## src/rtl/wb_uart_pkg.sv

```systemverilog
// wb_uart_pkg: shared definitions for the Wishbone UART transmitter.
//   - block base-address byte (adr[31:24])
//   - register offsets within the block
//   - CTRL and STATUS bit positions
//   - TX frame state enum
package wb_uart_pkg;

  localparam logic [7:0] BASE_BYTE   = 8'hD2;

  localparam logic [7:0] OFF_TXDATA  = 8'h00;
  localparam logic [7:0] OFF_STATUS  = 8'h04;
  localparam logic [7:0] OFF_BAUDDIV = 8'h08;
  localparam logic [7:0] OFF_CTRL    = 8'h0C;
  localparam logic [7:0] OFF_IRQCLR  = 8'h10;

  localparam int CTRL_TX_EN    = 0;
  localparam int CTRL_IRQ_EN   = 1;
  localparam int CTRL_FIFO_CLR = 2;

  localparam int ST_FULL      = 0;
  localparam int ST_EMPTY     = 1;
  localparam int ST_BUSY      = 2;
  localparam int ST_IRQ       = 3;
  localparam int ST_LEVEL_LSB = 8;
  localparam int ST_LEVEL_W   = 5;

  typedef enum logic [1:0] {
    TX_IDLE  = 2'd0,
    TX_START = 2'd1,
    TX_DATA  = 2'd2,
    TX_STOP  = 2'd3
  } tx_state_e;

endpackage

```

## src/rtl/uart_tx_fifo.sv

```systemverilog
// uart_tx_fifo: synchronous DEPTH x 8 FIFO for outgoing characters.
// Ports:
//   i_clk, i_rst_n     clock, asynchronous active-low reset
//   i_push, i_push_data write side; ignored while full
//   i_pop, o_pop_data  read side; o_pop_data shows the head entry, the pop
//                      advances past it; ignored while empty
//   i_clear            empties the FIFO (wins over push/pop in that cycle)
//   o_full, o_empty, o_level  occupancy status
module uart_tx_fifo #(
  parameter int DEPTH = 16,
  localparam int AW = $clog2(DEPTH),
  localparam int LW = AW + 1
) (
  input  logic          i_clk,
  input  logic          i_rst_n,
  input  logic          i_push,
  input  logic [7:0]    i_push_data,
  input  logic          i_pop,
  input  logic          i_clear,
  output logic [7:0]    o_pop_data,
  output logic          o_full,
  output logic          o_empty,
  output logic [LW-1:0] o_level
);

  logic [7:0]    mem_q [DEPTH];
  logic [AW-1:0] wr_ptr_q, wr_ptr_d;
  logic [AW-1:0] rd_ptr_q, rd_ptr_d;
  logic [LW-1:0] level_q, level_d;
  logic          push_ok, pop_ok;

  assign o_full     = (level_q == LW'(DEPTH));
  assign o_empty    = (level_q == '0);
  assign o_level    = level_q;
  assign o_pop_data = mem_q[rd_ptr_q];

  // Full/empty are sampled before this cycle's pop/push, so a push into a
  // full FIFO is dropped even if a pop happens in the same cycle.
  assign push_ok = i_push & ~o_full;
  assign pop_ok  = i_pop & ~o_empty;

  always_comb begin
    wr_ptr_d = wr_ptr_q;
    rd_ptr_d = rd_ptr_q;
    level_d  = level_q;
    if (i_clear) begin
      wr_ptr_d = '0;
      rd_ptr_d = '0;
      level_d  = '0;
    end else begin
      // Pointers are AW bits wide, so they wrap modulo DEPTH on their own.
      if (push_ok) wr_ptr_d = wr_ptr_q + 1'b1;
      if (pop_ok)  rd_ptr_d = rd_ptr_q + 1'b1;
      if (push_ok && !pop_ok)      level_d = level_q + 1'b1;
      else if (!push_ok && pop_ok) level_d = level_q - 1'b1;
    end
  end

  always_ff @(posedge i_clk or negedge i_rst_n) begin
    if (!i_rst_n) begin
      wr_ptr_q <= '0;
      rd_ptr_q <= '0;
      level_q  <= '0;
    end else begin
      wr_ptr_q <= wr_ptr_d;
      rd_ptr_q <= rd_ptr_d;
      level_q  <= level_d;
    end
  end

  // Storage carries no reset; only the pointers define what is valid.
  always_ff @(posedge i_clk) begin
    if (push_ok) mem_q[wr_ptr_q] <= i_push_data;
  end

endmodule

```

## src/rtl/wb_uart_tx.sv

```systemverilog
// wb_uart_tx: Wishbone classic responder that buffers bytes in a FIFO and
// transmits them as 8N1 serial frames on o_uart_txd.
// Ports:
//   i_clk, i_rst_n            clock, asynchronous active-low reset
//   i_wb_adr/sel/we/dat/cyc/stb  Wishbone request (block at adr[31:24]==0xD2)
//   o_wb_dat/ack/err          registered response, one cycle after accept
//   o_uart_txd                serial output, idle high
//   o_irq                     level interrupt: FIFO drained by a pop
module wb_uart_tx
  import wb_uart_pkg::*;
#(
  parameter int          FIFO_DEPTH = 16,
  parameter logic [15:0] BAUD_RESET = 16'd433
) (
  input  logic        i_clk,
  input  logic        i_rst_n,
  input  logic [31:0] i_wb_adr,
  input  logic [3:0]  i_wb_sel,
  input  logic        i_wb_we,
  input  logic [31:0] i_wb_dat,
  output logic [31:0] o_wb_dat,
  input  logic        i_wb_cyc,
  input  logic        i_wb_stb,
  output logic        o_wb_ack,
  output logic        o_wb_err,
  output logic        o_uart_txd,
  output logic        o_irq
);

  localparam int LW = $clog2(FIFO_DEPTH) + 1;

  // Bus response and register state
  logic        ack_q, ack_d;
  logic        err_q, err_d;
  logic [31:0] dat_q, dat_d;
  logic [15:0] baud_q, baud_d;
  logic        tx_en_q, tx_en_d;
  logic        irq_en_q, irq_en_d;
  logic        irq_pending_q, irq_pending_d;

  // Transmitter state
  tx_state_e   state_q, state_d;
  logic [15:0] baud_cnt_q, baud_cnt_d;
  logic [2:0]  bit_cnt_q, bit_cnt_d;
  logic [7:0]  shift_q, shift_d;
  logic        txd_q, txd_d;

  logic          accept, req_err;
  logic [7:0]    wb_off;
  logic [31:0]   rdata, status;
  logic          push, pop, fifo_clr, irq_clr, irq_set, bit_end;
  logic          fifo_full, fifo_empty;
  logic [7:0]    fifo_rdata;
  logic [LW-1:0] fifo_level;
  logic          unused_bits;

  assign unused_bits = ^{i_wb_adr[23:8], i_wb_dat[31:16]};

  uart_tx_fifo #(.DEPTH(FIFO_DEPTH)) u_fifo (
    .i_clk       (i_clk),
    .i_rst_n     (i_rst_n),
    .i_push      (push),
    .i_push_data (i_wb_dat[7:0]),
    .i_pop       (pop),
    .i_clear     (fifo_clr),
    .o_pop_data  (fifo_rdata),
    .o_full      (fifo_full),
    .o_empty     (fifo_empty),
    .o_level     (fifo_level)
  );

  // A pending response blocks acceptance, so a strobe held across ack is
  // taken as a fresh request on the cycle after ack drops.
  assign accept = i_wb_cyc & i_wb_stb & (i_wb_adr[31:24] == BASE_BYTE)
                & ~ack_q & ~err_q;
  assign wb_off = i_wb_adr[7:0];

  always_comb begin
    status = '0;
    status[ST_FULL]  = fifo_full;
    status[ST_EMPTY] = fifo_empty;
    status[ST_BUSY]  = (state_q != TX_IDLE);
    status[ST_IRQ]   = irq_pending_q;
    status[ST_LEVEL_LSB +: ST_LEVEL_W] = ST_LEVEL_W'(fifo_level);
  end

  // Register decode; every side effect is gated by accept.
  always_comb begin
    req_err  = 1'b0;
    rdata    = '0;
    push     = 1'b0;
    fifo_clr = 1'b0;
    irq_clr  = 1'b0;
    baud_d   = baud_q;
    tx_en_d  = tx_en_q;
    irq_en_d = irq_en_q;
    case (wb_off)
      OFF_TXDATA: begin
        if (i_wb_we && i_wb_sel[0]) begin
          if (fifo_full) req_err = 1'b1;
          else           push    = accept;
        end
      end
      OFF_STATUS: rdata = status;
      OFF_BAUDDIV: begin
        rdata = {16'h0000, baud_q};
        if (accept && i_wb_we) begin
          if (i_wb_sel[0]) baud_d[7:0]  = i_wb_dat[7:0];
          if (i_wb_sel[1]) baud_d[15:8] = i_wb_dat[15:8];
        end
      end
      OFF_CTRL: begin
        rdata[CTRL_TX_EN]  = tx_en_q;
        rdata[CTRL_IRQ_EN] = irq_en_q;
        if (accept && i_wb_we && i_wb_sel[0]) begin
          tx_en_d  = i_wb_dat[CTRL_TX_EN];
          irq_en_d = i_wb_dat[CTRL_IRQ_EN];
          fifo_clr = i_wb_dat[CTRL_FIFO_CLR];
        end
      end
      OFF_IRQCLR: begin
        if (accept && i_wb_we && i_wb_sel[0]) irq_clr = i_wb_dat[0];
      end
      // Unknown and unaligned offsets both land here.
      default: req_err = 1'b1;
    endcase
    ack_d = accept & ~req_err;
    err_d = accept & req_err;
    dat_d = (accept && !i_wb_we && !req_err) ? rdata : '0;
  end

  // Drained-by-pop detection: level 1 with a pop and no simultaneous push.
  // Set has priority over IRQCLR.
  assign irq_set = pop & (fifo_level == LW'(1)) & ~push;

  always_comb begin
    irq_pending_d = irq_pending_q;
    if (irq_set)      irq_pending_d = 1'b1;
    else if (irq_clr) irq_pending_d = 1'b0;
  end

  // TX FSM: each non-idle state lasts baud_q+1 clocks. The counter is
  // reloaded from baud_q at every bit start, so a divider change lands on
  // the next bit boundary.
  assign bit_end = (baud_cnt_q == '0);

  always_comb begin
    state_d    = state_q;
    baud_cnt_d = baud_cnt_q;
    bit_cnt_d  = bit_cnt_q;
    shift_d    = shift_q;
    pop        = 1'b0;
    case (state_q)
      TX_IDLE: begin
        if (tx_en_q && !fifo_empty) begin
          pop        = 1'b1;
          shift_d    = fifo_rdata;
          baud_cnt_d = baud_q;
          state_d    = TX_START;
        end
      end
      TX_START: begin
        if (bit_end) begin
          baud_cnt_d = baud_q;
          bit_cnt_d  = '0;
          state_d    = TX_DATA;
        end else begin
          baud_cnt_d = baud_cnt_q - 1'b1;
        end
      end
      TX_DATA: begin
        if (bit_end) begin
          baud_cnt_d = baud_q;
          if (bit_cnt_q == 3'd7) begin
            state_d = TX_STOP;
          end else begin
            bit_cnt_d = bit_cnt_q + 1'b1;
            shift_d   = {1'b0, shift_q[7:1]};
          end
        end else begin
          baud_cnt_d = baud_cnt_q - 1'b1;
        end
      end
      TX_STOP: begin
        if (bit_end) state_d = TX_IDLE;
        else         baud_cnt_d = baud_cnt_q - 1'b1;
      end
      default: state_d = TX_IDLE;
    endcase
  end

  // txd is registered from the state, so the line trails the FSM by one
  // clock: push edge, pop edge, then the start bit appears.
  always_comb begin
    case (state_q)
      TX_START: txd_d = 1'b0;
      TX_DATA:  txd_d = shift_q[0];
      default:  txd_d = 1'b1;
    endcase
  end

  always_ff @(posedge i_clk or negedge i_rst_n) begin
    if (!i_rst_n) begin
      ack_q         <= 1'b0;
      err_q         <= 1'b0;
      dat_q         <= '0;
      baud_q        <= BAUD_RESET;
      tx_en_q       <= 1'b0;
      irq_en_q      <= 1'b0;
      irq_pending_q <= 1'b0;
      state_q       <= TX_IDLE;
      baud_cnt_q    <= '0;
      bit_cnt_q     <= '0;
      shift_q       <= '0;
      txd_q         <= 1'b1;
    end else begin
      ack_q         <= ack_d;
      err_q         <= err_d;
      dat_q         <= dat_d;
      baud_q        <= baud_d;
      tx_en_q       <= tx_en_d;
      irq_en_q      <= irq_en_d;
      irq_pending_q <= irq_pending_d;
      state_q       <= state_d;
      baud_cnt_q    <= baud_cnt_d;
      bit_cnt_q     <= bit_cnt_d;
      shift_q       <= shift_d;
      txd_q         <= txd_d;
    end
  end

  assign o_wb_ack   = ack_q;
  assign o_wb_err   = err_q;
  assign o_wb_dat   = dat_q;
  assign o_uart_txd = txd_q;
  assign o_irq      = irq_pending_q & irq_en_q;

endmodule
```

## config.mk

```make
export PLATFORM = sky130hd
export DESIGN_NAME = wb_uart_tx
export DESIGN_NICKNAME = d
export VERILOG_FILES = /design/src/rtl/wb_uart_pkg.sv /design/src/rtl/uart_tx_fifo.sv /design/src/rtl/wb_uart_tx.sv
export SDC_FILE = /design/constraint.sdc
export NUM_CORES = 1
export LEC_CHECK = 0
export ABC_CLOCK_PERIOD_IN_PS = 3000
export BUFFER_PORTS_ARGS = -buffer_cell sky130_fd_sc_hd__buf_2
export CORE_MARGIN = 5
export CORE_UTILIZATION = 50
export DETAILED_ROUTE_END_ITERATION = 8
export PLACE_DENSITY = 0.79
export SYNTH_ARGS = -nofsm -noshare
export SYNTH_HDL_FRONTEND = slang
export SYNTH_SLANG_ARGS = --single-unit
```

## constraint.sdc

```tcl
create_clock -name i_clk -period 3 [get_ports i_clk]
set_clock_uncertainty 0.2 [all_clocks]
set_input_delay 0 -clock i_clk [delete_from_list [all_inputs] [get_ports i_clk]]
set_output_delay 0 -clock i_clk [all_outputs]
set_load 0.02 [all_outputs]
```

==> run metrics <==
synthesized-area fraction occupied by ao, oa, aoi and oai cells 8.77%; data arrival time of the worst path 3.20 ns; via count of the first global-routing pass 6674; startpoint types primary input; PwrDens 688 mW/mm^2; max capacitance violation total 0; Bufs on Longest Clock Path 3; overall die height 148 microns; number of setup violations in the final report 0; unrepaired setup endpoints after global routing yes; cells after synthesis 664; Detailed Routing Iterations Pass 1 6; Synth Warn # 0; number of distinct library cells after synthesis 80; class of the tightest hold or removal check primary input to flip-flop; top cells by area in the synthesized netlist edfxtp_1 40%, dfrtp_1 19%, mux4_2 7.6%; net count of the finished layout 884; Peak supply drop 0.537 mV; effective utilization at floorplan 50.8%; clock latency on the worst-skew pair 0.50 ns; IO Port Bufs 58; average size of a mapped cell 14.3 sq um; cell area after synthesis 0.00950 sq mm; EDFF count, synth 128; DR DRC count 0; H-tree levels 1; layout cell share with drive strength beyond 1 25.9%; area share of xor/xnor cells in the synthesized design 0.830%; total wirelength of the detailed-routed design 23300 microns; largest family of logic cells by synthesized area simple AND/OR/NAND/NOR gates; highest attainable clock frequency 338 MHz; GR Util All Layers 20.8%; count of endpoints failing hold in the final timing report 0; number of buffers created by CTS 22; flops & latches, synth 208; TritonCTS sink count 208; critical-path maximum fanout 9; Routability Congestion 0.905; count of inserted antenna diode cells 0; type of element capturing the critical path flip-flop; vias after detailed routing 6446; dpl hpwl 14200 microns; series of cell instances along the critical path dlygate4sd3_1 > buf_2 > nor4b_2 > dlygate4sd3_1 > nand3_2 > buf_4 > or3_4 > nor3_1 > dlygate4sd3_1; total core area 0.0187 sq mm; antenna violations before repair 0; Die Outline Area 0.0219 sq mm; total power consumption of the routed design 7.74 mW; number of routed nets with antenna violations 0; initial drt markers 693; Leak 4.35 nW; root buffer cell clkbuf_16; Final Instance Area 0.0113 sq mm; Largest stage delay, worst path 0.65 ns; status finished clean; Most used DFF post-synth edfxtp_1; Post-synth ARST share 38.5%; clock transition at the register clock pins on the worst setup and hold paths after CTS 0.06 ns; slowest stage cell, crit path dlygate4sd3_1; measured slew at the worst slew-check pin 1.03 ns; area fraction of the dominant cell type after synthesis 40.5%; adder-cell area share of the yosys netlist 2.24%; most common cell type on the critical path dlygate4sd3_1; post-synthesis sequential area ratio 61.6%; count of standard-cell rows 50; total I/O pin count 109; most frequent cells in the layout 128 x edfxtp_1, 73 x dfrtp_1, 57 x buf_2; post-placement cell area 0.0101 sq mm; Horiz. Die Dim 148 microns; clock tree from TritonCTS yes; multiplexer share of the synthesized area 11.2%; post-layout minimum cycle time 2.96 ns; required time at the worst-slack endpoint 3.24 ns; start-to-end type of the worst setup path primary input to flip-flop; Slew Viols, Final 0; most common library cell in the layout ignoring fill and taps edfxtp_1; Routed wire per std cell 22.4 microns; Synth Area in Simple Gates 11.8%; Relative slew margins 31.4%; Yosys top cell by area edfxtp_1; final period utilization 98.7%; first-pass GRT wire length 36200 microns; largest net degree at the start of global routing 81; number of vias per cell after detailed routing 6.19; grt ovf 0; Area growth, synth to finish 18.5%
## flip-flops by register name, summed over array words and instances (netlist names)
name and count:
u_fifo.mem_q 128, irq_en_q 1, baud_cnt_q 16, o_wb_err 1, o_uart_txd 1, o_wb_dat 16, baud_q 16, tx_en_q 1
shift_q 8, u_fifo.o_level 5, irq_pending_q 1, o_wb_ack 1, bit_cnt_q 3, u_fifo.rd_ptr_q 4, state_q 2, u_fifo.wr_ptr_q 4
## final cells by class
class / instances / area [sq um]
Sequential cell: 208 / 5850
Timing Repair Buffer: 132 / 996
Multi-Input combinational cell: 409 / 3410
Clock inverter: 9 / 52.6
Fill cell: 1285 / 7450
Clock buffer: 28 / 573
Tap cell: 234 / 293
Inverter: 21 / 78.8
## critical path: cells and delay by family
kind                   cells  cell delay, ns
buffers and inverters      5            2.13
and+or+nand+nor            4            1.06
## per-layer routing
layer,share of wire [%],vias to the layer above,GRT usage (%)
li1,-,2812,-
met1,38,3258,26.5
met2,52,315,37.4
met3,7.1,61,3.19
met4,2.7,0,5.50
met5,0,-,0
## synth_stat cells (all sizes together), types with 3 or more instances
| master | count |
|---|---|
| a211oi | 3 |
| a21o | 3 |
| a21oi | 33 |
| a22o | 5 |
| a22oi | 27 |
| a31oi | 6 |
| a41oi | 3 |
| and2 | 20 |
| and3 | 4 |
| buf | 29 |
| clkbuf | 12 |
| dfrtp | 74 |
| dfstp | 6 |
| edfxtp | 128 |
| ha | 17 |
| inv | 20 |
| mux2 | 25 |
| mux2i | 6 |
| mux4 | 32 |
| nand2 | 21 |
| nand2b | 3 |
| nand3 | 10 |
| nand4 | 9 |
| nor2 | 48 |
| nor2b | 6 |
| nor3 | 12 |
| nor4 | 19 |
| nor4b | 4 |
| o21ai | 14 |
| or3 | 12 |
| or4 | 4 |
| xnor2 | 5 |
| xor2 | 4 |
## stage by stage
stage                     TNS [ns]  hold WS (ns)  std cells  worst slack, ns  utilization, %
after floorplan                  0        -0.496        679            0.127               -
after global placement           0        0.0146        952            0.272            53.8
after detailed placement         0        0.0399        952            0.158            53.8
after CTS                        0       0.00907       1037           0.0136            59.7
after global routing        -0.139        0.0252       1041          -0.0287            60.2
final                            0        0.0183       1041           0.0391            60.2
## cells by family (layout without fill, tap and decap cells)
group                    after synthesis  count (layout)
multiplexers                          63              63
flip-flops                           208             208
other                                  1              16
adder cells (fa/ha/maj)               17              17
XOR/XNOR                               9               9
AO/OA/AOI/OAI                        120             120
AND/OR/NAND/NOR                      184             184
buffers and inverters                 62             190
## report_power, final
part / internal (mW) / switching [mW] / leakage [nW] / total (mW)
clock network: 1.35 / 1.06 / 0.308 / 2.41
logic: 0.740 / 1.16 / 1.87 / 1.90
registers: 3.23 / 0.208 / 2.17 / 3.44
total: 5.32 / 2.42 / 4.35 / 7.74
## path summary, 6_finish.rpt
| path | to | slack, ns | cells after the start | start |
|---|---|---|---|---|
| setup reg to reg | baud_q[15] | 0.08 | 6 | o_wb_err |
| hold / removal | irq_en_q | 0.02 | 5 | i_wb_adr[27] |
| max in group asynchronous | u_fifo.rd_ptr_q[0] | 1.85 | 2 | i_rst_n |
| setup / recovery | o_wb_dat[0] | 0.04 | 9 | i_wb_adr[29] |
| hold reg to reg | o_uart_txd | 0.29 | 2 | shift_q[0] |
| min in group asynchronous | baud_cnt_q[11] | 0.03 | 2 | i_rst_n |
## what timing repair did
action / in CTS / in global routing
hold buffers: 48 / 2
setup endpoints to repair: 0 / 26
resized for setup: 0 / 10
endpoints found under the hold margin: 256 / 4
setup buffers: 0 / 3
No activity file was read; power rests on OpenSTA's default activity.
